**config.mk**
```make
export PLATFORM = sky130hd
export DESIGN_NAME = hazard_ctrl_unit_flat
export DESIGN_NICKNAME = d
export VERILOG_FILES = /design/src/rtl/hazard_ctrl_unit_if.sv /design/src/rtl/hazard_ctrl_unit.sv /design/src/flat_wrapper.sv
export SDC_FILE = /design/constraint.sdc
export NUM_CORES = 1
export LEC_CHECK = 0
export BUFFER_PORTS_ARGS = -buffer_cell sky130_fd_sc_hd__buf_2
export CAP_MARGIN = 25
export CORE_UTILIZATION = 48
export DETAILED_ROUTE_END_ITERATION = 8
export PLACE_DENSITY = 0.86
export SKIP_CTS_REPAIR_TIMING = 1
export SLEW_MARGIN = 20
export SYNTH_ARGS = -nofsm -noshare
export SYNTH_HDL_FRONTEND = slang
export SYNTH_SLANG_ARGS = --single-unit
```
**constraint.sdc**
```tcl
create_clock -name clk -period 4.65 [get_ports clk]
set_input_delay 0 -clock clk [delete_from_list [all_inputs] [get_ports clk]]
set_output_delay 0 -clock clk [all_outputs]
set_load 0.02 [all_outputs]
```
**src/rtl/hazard_ctrl_unit_if.sv**
```systemverilog
// Hazard-control bundle between the pipeline datapath and the hazard unit.
// master = datapath side (supplies stage fields), slave = hazard unit.
interface hazard_ctrl_unit_if #(
  parameter int unsigned CNT_W = 16
);
  logic [31:0]      if_id_inst;
  logic             branch_eq;
  logic [4:0]       id_ex_rs;
  logic [4:0]       id_ex_rt;
  logic [4:0]       id_ex_wr;
  logic             id_ex_regwrite;
  logic             id_ex_memread;
  logic [4:0]       ex_mem_rd;
  logic             regwrite_mem;
  logic [4:0]       mem_wb_rd;
  logic             regwrite_wb;
  logic [1:0]       fwd_a_sel;
  logic [1:0]       fwd_b_sel;
  logic [4:0]       loads;
  logic             bubble_n;
  logic             flush_if;
  logic [CNT_W-1:0] stall_count;

  modport master (
    output if_id_inst, branch_eq, id_ex_rs, id_ex_rt, id_ex_wr,
           id_ex_regwrite, id_ex_memread, ex_mem_rd, regwrite_mem,
           mem_wb_rd, regwrite_wb,
    input  fwd_a_sel, fwd_b_sel, loads, bubble_n, flush_if, stall_count
  );

  modport slave (
    input  if_id_inst, branch_eq, id_ex_rs, id_ex_rt, id_ex_wr,
           id_ex_regwrite, id_ex_memread, ex_mem_rd, regwrite_mem,
           mem_wb_rd, regwrite_wb,
    output fwd_a_sel, fwd_b_sel, loads, bubble_n, flush_if, stall_count
  );
endinterface

```
**src/rtl/hazard_ctrl_unit.sv**
```systemverilog
// Pipeline hazard controller: EX forwarding selects, stage load enables,
// ID/EX bubble select and IF/ID flush, sequenced by a RUN/STALL/FLUSH FSM,
// plus a saturating lost-cycle counter.
module hazard_ctrl_unit #(
  parameter logic [5:0]  OP_BEQ = 6'd5,
  parameter logic [5:0]  OP_J   = 6'd6,
  parameter logic [5:0]  OP_JR  = 6'd7,
  parameter logic [5:0]  OP_JAL = 6'd8,
  parameter int unsigned CNT_W  = 16
) (
  input logic               clk,
  input logic               rst,
  hazard_ctrl_unit_if.slave bus
);

  typedef enum logic [1:0] {
    RUN   = 2'd0,
    STALL = 2'd1,
    FLUSH = 2'd2
  } state_t;

  state_t           state_q, state_d;
  logic [CNT_W-1:0] cnt_q, cnt_d;

  logic [5:0] opcode;
  logic [4:0] rs, rt;
  logic       lu, bu, redir, is_beq;

  assign opcode = bus.if_id_inst[31:26];
  assign rs     = bus.if_id_inst[25:21];
  assign rt     = bus.if_id_inst[20:16];
  assign is_beq = (opcode == OP_BEQ);

  // Forward select for one EX operand; MEM result outranks WB, $0 never forwards.
  function automatic logic [1:0] fwd_sel(
    input logic [4:0] x,
    input logic       rw_mem, input logic [4:0] rd_mem,
    input logic       rw_wb,  input logic [4:0] rd_wb
  );
    if (rw_mem && (rd_mem != '0) && (rd_mem == x))   return 2'b10;
    else if (rw_wb && (rd_wb != '0) && (rd_wb == x)) return 2'b01;
    else                                             return 2'b00;
  endfunction

  // Hazard terms from the instruction held in IF/ID.
  always_comb begin
    lu    = bus.id_ex_memread && (bus.id_ex_rt != '0) &&
            ((bus.id_ex_rt == rs) || (bus.id_ex_rt == rt));
    bu    = is_beq && bus.id_ex_regwrite && (bus.id_ex_wr != '0) &&
            ((bus.id_ex_wr == rs) || (bus.id_ex_wr == rt));
    redir = (opcode == OP_J) || (opcode == OP_JR) || (opcode == OP_JAL) ||
            (is_beq && bus.branch_eq && !bu);
  end

  // Control outputs and next state; reset forces the idle pass-through values.
  always_comb begin
    state_d       = state_q;
    bus.loads     = '1;
    bus.bubble_n  = 1'b1;
    bus.flush_if  = 1'b0;
    bus.fwd_a_sel = '0;
    bus.fwd_b_sel = '0;
    if (rst) begin
      bus.fwd_a_sel = fwd_sel(bus.id_ex_rs, bus.regwrite_mem, bus.ex_mem_rd,
                              bus.regwrite_wb, bus.mem_wb_rd);
      bus.fwd_b_sel = fwd_sel(bus.id_ex_rt, bus.regwrite_mem, bus.ex_mem_rd,
                              bus.regwrite_wb, bus.mem_wb_rd);
      unique case (state_q)
        RUN: begin
          if (lu || bu) begin
            bus.loads    = 5'b00111;
            bus.bubble_n = 1'b0;
            state_d      = STALL;
          end else if (redir) begin
            bus.flush_if = 1'b1;
            state_d      = FLUSH;
          end
        end
        STALL: state_d = RUN;
        FLUSH: begin
          bus.bubble_n = 1'b0;
          state_d      = RUN;
        end
        default: state_d = RUN;
      endcase
    end
  end

  // Lost-cycle counter: every non-RUN cycle plus RUN cycles that stall.
  always_comb begin
    cnt_d = cnt_q;
    if (((state_q != RUN) || lu || bu) && (cnt_q != '1))
      cnt_d = cnt_q + {{(CNT_W-1){1'b0}}, 1'b1};
  end

  // State and counter registers.
  always_ff @(posedge clk or negedge rst) begin
    if (!rst) begin
      state_q <= RUN;
      cnt_q   <= '0;
    end else begin
      state_q <= state_d;
      cnt_q   <= cnt_d;
    end
  end

  assign bus.stall_count = cnt_q;

endmodule

```
**src/flat_wrapper.sv**
```systemverilog
// flat-port wrapper written by rule: the top's interface ports become plain ports
module hazard_ctrl_unit_flat 
#(
  parameter logic [5:0]  OP_BEQ = 6'd5,
  parameter logic [5:0]  OP_J   = 6'd6,
  parameter logic [5:0]  OP_JR  = 6'd7,
  parameter logic [5:0]  OP_JAL = 6'd8,
  parameter int unsigned CNT_W  = 16
)
  (clk, rst, bus_if_id_inst, bus_branch_eq, bus_id_ex_rs, bus_id_ex_rt, bus_id_ex_wr, bus_id_ex_regwrite, bus_id_ex_memread, bus_ex_mem_rd, bus_regwrite_mem, bus_mem_wb_rd, bus_regwrite_wb, bus_fwd_a_sel, bus_fwd_b_sel, bus_loads, bus_bubble_n, bus_flush_if, bus_stall_count);
  hazard_ctrl_unit_if #(.CNT_W(CNT_W)) bus_i ();
  input logic clk;
  input logic rst;
  input wire logic [$bits(bus_i.if_id_inst)-1:0] bus_if_id_inst;
  input wire logic [$bits(bus_i.branch_eq)-1:0] bus_branch_eq;
  input wire logic [$bits(bus_i.id_ex_rs)-1:0] bus_id_ex_rs;
  input wire logic [$bits(bus_i.id_ex_rt)-1:0] bus_id_ex_rt;
  input wire logic [$bits(bus_i.id_ex_wr)-1:0] bus_id_ex_wr;
  input wire logic [$bits(bus_i.id_ex_regwrite)-1:0] bus_id_ex_regwrite;
  input wire logic [$bits(bus_i.id_ex_memread)-1:0] bus_id_ex_memread;
  input wire logic [$bits(bus_i.ex_mem_rd)-1:0] bus_ex_mem_rd;
  input wire logic [$bits(bus_i.regwrite_mem)-1:0] bus_regwrite_mem;
  input wire logic [$bits(bus_i.mem_wb_rd)-1:0] bus_mem_wb_rd;
  input wire logic [$bits(bus_i.regwrite_wb)-1:0] bus_regwrite_wb;
  output wire logic [$bits(bus_i.fwd_a_sel)-1:0] bus_fwd_a_sel;
  output wire logic [$bits(bus_i.fwd_b_sel)-1:0] bus_fwd_b_sel;
  output wire logic [$bits(bus_i.loads)-1:0] bus_loads;
  output wire logic [$bits(bus_i.bubble_n)-1:0] bus_bubble_n;
  output wire logic [$bits(bus_i.flush_if)-1:0] bus_flush_if;
  output wire logic [$bits(bus_i.stall_count)-1:0] bus_stall_count;
  assign bus_i.if_id_inst = bus_if_id_inst;
  assign bus_i.branch_eq = bus_branch_eq;
  assign bus_i.id_ex_rs = bus_id_ex_rs;
  assign bus_i.id_ex_rt = bus_id_ex_rt;
  assign bus_i.id_ex_wr = bus_id_ex_wr;
  assign bus_i.id_ex_regwrite = bus_id_ex_regwrite;
  assign bus_i.id_ex_memread = bus_id_ex_memread;
  assign bus_i.ex_mem_rd = bus_ex_mem_rd;
  assign bus_i.regwrite_mem = bus_regwrite_mem;
  assign bus_i.mem_wb_rd = bus_mem_wb_rd;
  assign bus_i.regwrite_wb = bus_regwrite_wb;
  assign bus_fwd_a_sel = bus_i.fwd_a_sel;
  assign bus_fwd_b_sel = bus_i.fwd_b_sel;
  assign bus_loads = bus_i.loads;
  assign bus_bubble_n = bus_i.bubble_n;
  assign bus_flush_if = bus_i.flush_if;
  assign bus_stall_count = bus_i.stall_count;
  hazard_ctrl_unit #(.OP_BEQ(OP_BEQ), .OP_J(OP_J), .OP_JR(OP_JR), .OP_JAL(OP_JAL), .CNT_W(CNT_W)) u_core (.clk(clk), .rst(rst), .bus(bus_i));
endmodule
```
# Yosys cells after proc, flatten, opt, wreduce, memory -nomap -nowiden
# Index checks and enable logic that the tools add are counted.
dict set report totals {
  regBits 18
}
dict set report classes {
  addsub 1
  n_eq_ne 15
  n_mux 19
  n_reduce_logical 30
}
# cell n
set ops {}
lappend ops {{5-bit == test} 8}
lappend ops {{5-bit nonzero test} 4}
lappend ops {{6-bit by 3-bit == test with 1-bit output, second input constant} 3}
lappend ops {{16-bit by 1-bit adder with 16-bit output, second input constant} 1}
lappend ops {{16-bit != test, second input constant} 1}
lappend ops {{5-bit two-way mux} 3}
lappend ops {{1-bit logical AND} 14}
lappend ops {{2-bit two-way mux} 7}
lappend ops {{1-bit logical OR} 8}
lappend ops {{1-bit two-way mux} 8}
lappend ops {{6-bit by 4-bit == test with 1-bit output, second input constant} 1}
lappend ops {{3-bit by 1-bit != test with 1-bit output, second input constant} 1}
lappend ops {{2-bit == test, second input constant} 1}
lappend ops {{2-bit logical NOT} 1}
lappend ops {{1-bit one-hot mux with 2 select lines} 1}
lappend ops {{2-bit AND reduction} 1}
lappend ops {{2-bit nonzero test} 1}
lappend ops {{1-bit logical NOT} 1}

# Depth between registers and ports, before layout
dict set report depth {
  word_depth 11
  mapped_depth 8
}

# Least setup slack after synthesis
# OpenSTA, ideal clock, no wires.
dict set report synth_timing {
  path_kind {register to register}
  start {register u_core.cnt_q[3], in the netlist u_core.bus.stall_count[3]}
  end {register u_core.cnt_q[10], in the netlist u_core.bus.stall_count[10]}
  setup_time_ns 0.138
  arrival_ns 1.841
  required_ns 4.512
  slack_ns 2.671
  path_stages_with_launch 8
  n_path_buf 1
  cell_sequence {dfrtp_1 > nand3_1 > nor2_1 > nand4_2 > nor3_4 > buf_4 > nor4_1 > xor2_1}
}
dict set report synth_via {
  elab_chain_len 2
  elab_cells_between_ends 3
}
# element line
set synth_rtl {}
lappend synth_rtl {{start, declared} hazard_ctrl_unit.sv:23} ;# logic [CNT_W-1:0] cnt_q, cnt_d;
lappend synth_rtl {{start signal, assigned} hazard_ctrl_unit.sv:103} ;# cnt_q <= cnt_d;
lappend synth_rtl {{parallel branches: the longest is 2 deep, another holds 16-bit by 1-bit adder with 16-bit output} n/a}
# Several ways; the timed one is not identified.
# A chain may end at the register's enable or synchronous reset.

# Worst setup path after layout
dict set report layout_timing {
  start {register u_core.cnt_q[3], in the netlist u_core.bus.stall_count[3]}
  end {register u_core.cnt_q[1], in the netlist u_core.bus.stall_count[1]}
}
dict set report layout_via {
  elab_chain_len 2
}
# element line
set layout_rtl {}
lappend layout_rtl {{16-bit != test} hazard_ctrl_unit.sv:92} ;# if (((state_q != RUN) || lu || bu) && (cnt_q != '1))
lappend layout_rtl {{1-bit logical AND} hazard_ctrl_unit.sv:92}
# No other way between the ends.

==> impl_metrics.csv <==
group,metric,value,unit
run_status,status,"finished, final reports clean",
final_layout,fin_nets,304,
route,drt_iter0_drc,41,
sta,min_period,2.39,ns
yosys,synth.distinct_cells,38,
power,p_comb_frac,0.483,
yosys,synth_cells,171,
final_layout,multiInputGateArea,1080,um^2
critical_path,crit_arrival,2.58,ns
place,placed_area,1960,um^2
power,power_leakage,0.869,nW
place,gp_congestion,0.860,
global_route,grt_pass1_vias,1332,
die,start_util,0.515,
place,dp_hpwl,2910,um
global_route,antenna_found_initial,0,
yosys,synth_common_cells,"xor2_1 (47), dfrtp_1 (18), nor3_1 (10), nand3_1 (9)",
yosys,ys_seq_area_frac,0.280,
global_route,grt_max_degree,27,
clock_network,cts_buffer_depth,2,
clock_network,cts.clk_slew.worst_paths,0.10,ns
power,power.share.sequential,0.374,
clock_network,root_buffer,"clkbuf_4",
sta,rsz0062_at_grt,"false",
clock_network,cts_buffers,3,
sta,setup_viol,0,
die,num_io_pins,91,
final_layout,area.sequential,450,um^2
route,drt_pass1_iterations,4,
min_path,hold_path_class,"input pin to register",
final_layout,stdcell_area,2000,um^2
power,p_clk_frac,0.143,
sta,maxSlewViolCount,0,
sta,setup_tns,0,ns
sta,skew,0.00155,ns
sta,hold_viol_final,0,
global_route,track_usage,0.195,
power,ir_drop,133,uV
global_route,grt-ovfl-total,0,
power,powerDensity,338,nW/um^2
final_layout,synthToLayoutAreaGrowth,24.2,%
die,die_area,3590,um^2
flow_run,drv_cap,0,
die,coreArea,3130,um^2
power,swShare,0.448,
sta,worst_pin_slew,0.709,ns
yosys,synth_ff_type,"dfrtp_1",
clock_network,clock_latency,0.30,ns
route,wire_per_inst,12.1,um
global_route,grt_pass1_wl,5420,um
clock_network,cts_tree,"yes",
final_layout,diodes,0,
die,die_h,59.9,um
route,finalWirelength,3400,um
critical_path,cp-end-kind,"register",
sta,relSlewSlack,0.526,
yosys,synth_edf_count,0,
route,drc,0,
power,p_int,0.374,mW
yosys,synth_seq_cells,18,
yosys,synth_top_area_frac,0.280,
final_layout,nFillCells,252,
route,dr_total_vias,1442,
yosys,synth.area.top_cells,"dfrtp_1 (28%), xor2_1 (26%), nor4_4 (4.0%)",
critical_path,required,4.84,ns
die,chipWidth,59.9,um
route,routed_via_density,5.11,
clock_network,numClockSinks,18,
place,io_buffers,71,
yosys,syn_area_per_cell,9.42,um^2
yosys,yosys.cell_count.top_type,"xor2_1",
yosys,yosys.area.top_type,"dfrtp_1",
power,p_switching,0.303,mW
yosys,async_flop_share,1.00,
yosys,synth-warning-count,0,
critical_path,startpoint_type,"register",
clock_network,htreeDepth,1,
final_layout,drive_gt1_frac,0.366,
route,ant_nets,0,
sta,fmax,419,MHz
critical_path,cp_max_fo,14,
sta,finalCritPeriodShare,0.514,
die,std_cell_rows,20,
critical_path,crit_type,"register to register",
yosys,synth_area,1610,um^2
## power groups by stage
| stage | Sequential (mW) | Clock [mW] | Combinational [mW] |
|---|---|---|---|
| CTS | 0.253 | 0.0977 | 0.329 |
| global route | 0.261 | 0.104 | 0.359 |
| global placement | 0.253 | 0 | 0.316 |
| finish | 0.253 | 0.0966 | 0.327 |
| detailed placement | 0.256 | 0 | 0.329 |
| floorplan | 0.297 | 0 | 0.183 |
## layer usage
metal | wire, um | global-route usage | vias up
met2 | 1810 | 0.386 | 44
met1 | 1390 | 0.211 | 663
li1 | - | - | 733
met3 | 180 | 0.0390 | 2
met5 | 0 | 0 | -
met4 | 25 | 0.0399 | 0
## layout by cell type (no fill, tap or decap), drive strengths merged, types with 3 or more instances in the layout
| cell | count |
|---|---|
| xor2 | 47 |
| buf | 71 |
| nand4 | 3 |
| a22oi | 3 |
| and3 | 3 |
| xnor2 | 7 |
| or4 | 6 |
| dfrtp | 18 |
| nor2 | 8 |
| conb | 3 |
| nor3 | 11 |
| nand3 | 9 |
| or3 | 3 |
| o211ai | 3 |
| inv | 4 |
| nand2 | 8 |
| nor4 | 11 |
| clkbuf | 4 |
| o21ai | 3 |
## worst max-delay path, cell delays in order, from the launching register on
cell and delay [ns]:
dfrtp_1 0.43, nand3_1 0.14, nor2_1 0.26, nand4_2 0.27, nor3_4 0.68, nor2_1 0.15
mux2_1 0.34
## logic make-up after synthesis
| family | after synthesis | synth area share |
|---|---|---|
| and+or+nand+nor | 67 | 0.276 |
| buffers and inverters | 15 | 0.0551 |
| other | 1 | 0.00233 |
| muxes | 2 | 0.0140 |
| xor gates and xnor gates | 54 | 0.293 |
| AOI/OAI and AO/OA | 13 | 0.0722 |
| DFF | 18 | 0.280 |
| adders and majority gates | 1 | 0.00776 |
## sequential cells by signal, indices dropped and copies added (netlist names)
signal                  flops
u_core.state_q              2
u_core.bus.stall_count     16
## through the flow
stage               instances  setup WS, ns  hold slack (ns)   util  power (mW)
floorplan                 173          2.67           -0.296      -       0.481
global placement          277          2.33          -0.0131  0.625       0.570
detailed placement        277          2.28          -0.0131  0.625       0.585
CTS                       281          2.26           -0.339  0.637       0.680
global route              282          2.09            0.113  0.640       0.724
finish                    282          2.26            0.104  0.640       0.677
## path summary, 6_finish.rpt
check	end	from	cells after the start	slack, ns
max	u_core.bus.stall_count[1]$_DFFE_PN0P_	u_core.bus.stall_count[3]$_DFFE_PN0P_	6	2.26
min	u_core.state_q[1]$_DFFE_PN0P_	bus_if_id_inst[31]	4	0.10
max reg2reg	u_core.bus.stall_count[1]$_DFFE_PN0P_	u_core.bus.stall_count[3]$_DFFE_PN0P_	6	2.26
min reg2reg	u_core.bus.stall_count[10]$_DFFE_PN0P_	u_core.bus.stall_count[10]$_DFFE_PN0P_	1	0.50
max in group asynchronous	u_core.bus.stall_count[2]$_DFFE_PN0P_	rst	2	4.14
min in group asynchronous	u_core.bus.stall_count[7]$_DFFE_PN0P_	rst	2	0.18
## final cells by class
| cell class | count | area share |
|---|---|---|
| multi-input combinational | 140 | 0.539 |
| sequential | 18 | 0.225 |
| timing repair buffer | 72 | 0.182 |
| tap | 44 | 0.0275 |
| inverter | 4 | 0.00750 |
| clock buffer | 4 | 0.0181 |
(Power assumes the default switching activity.)
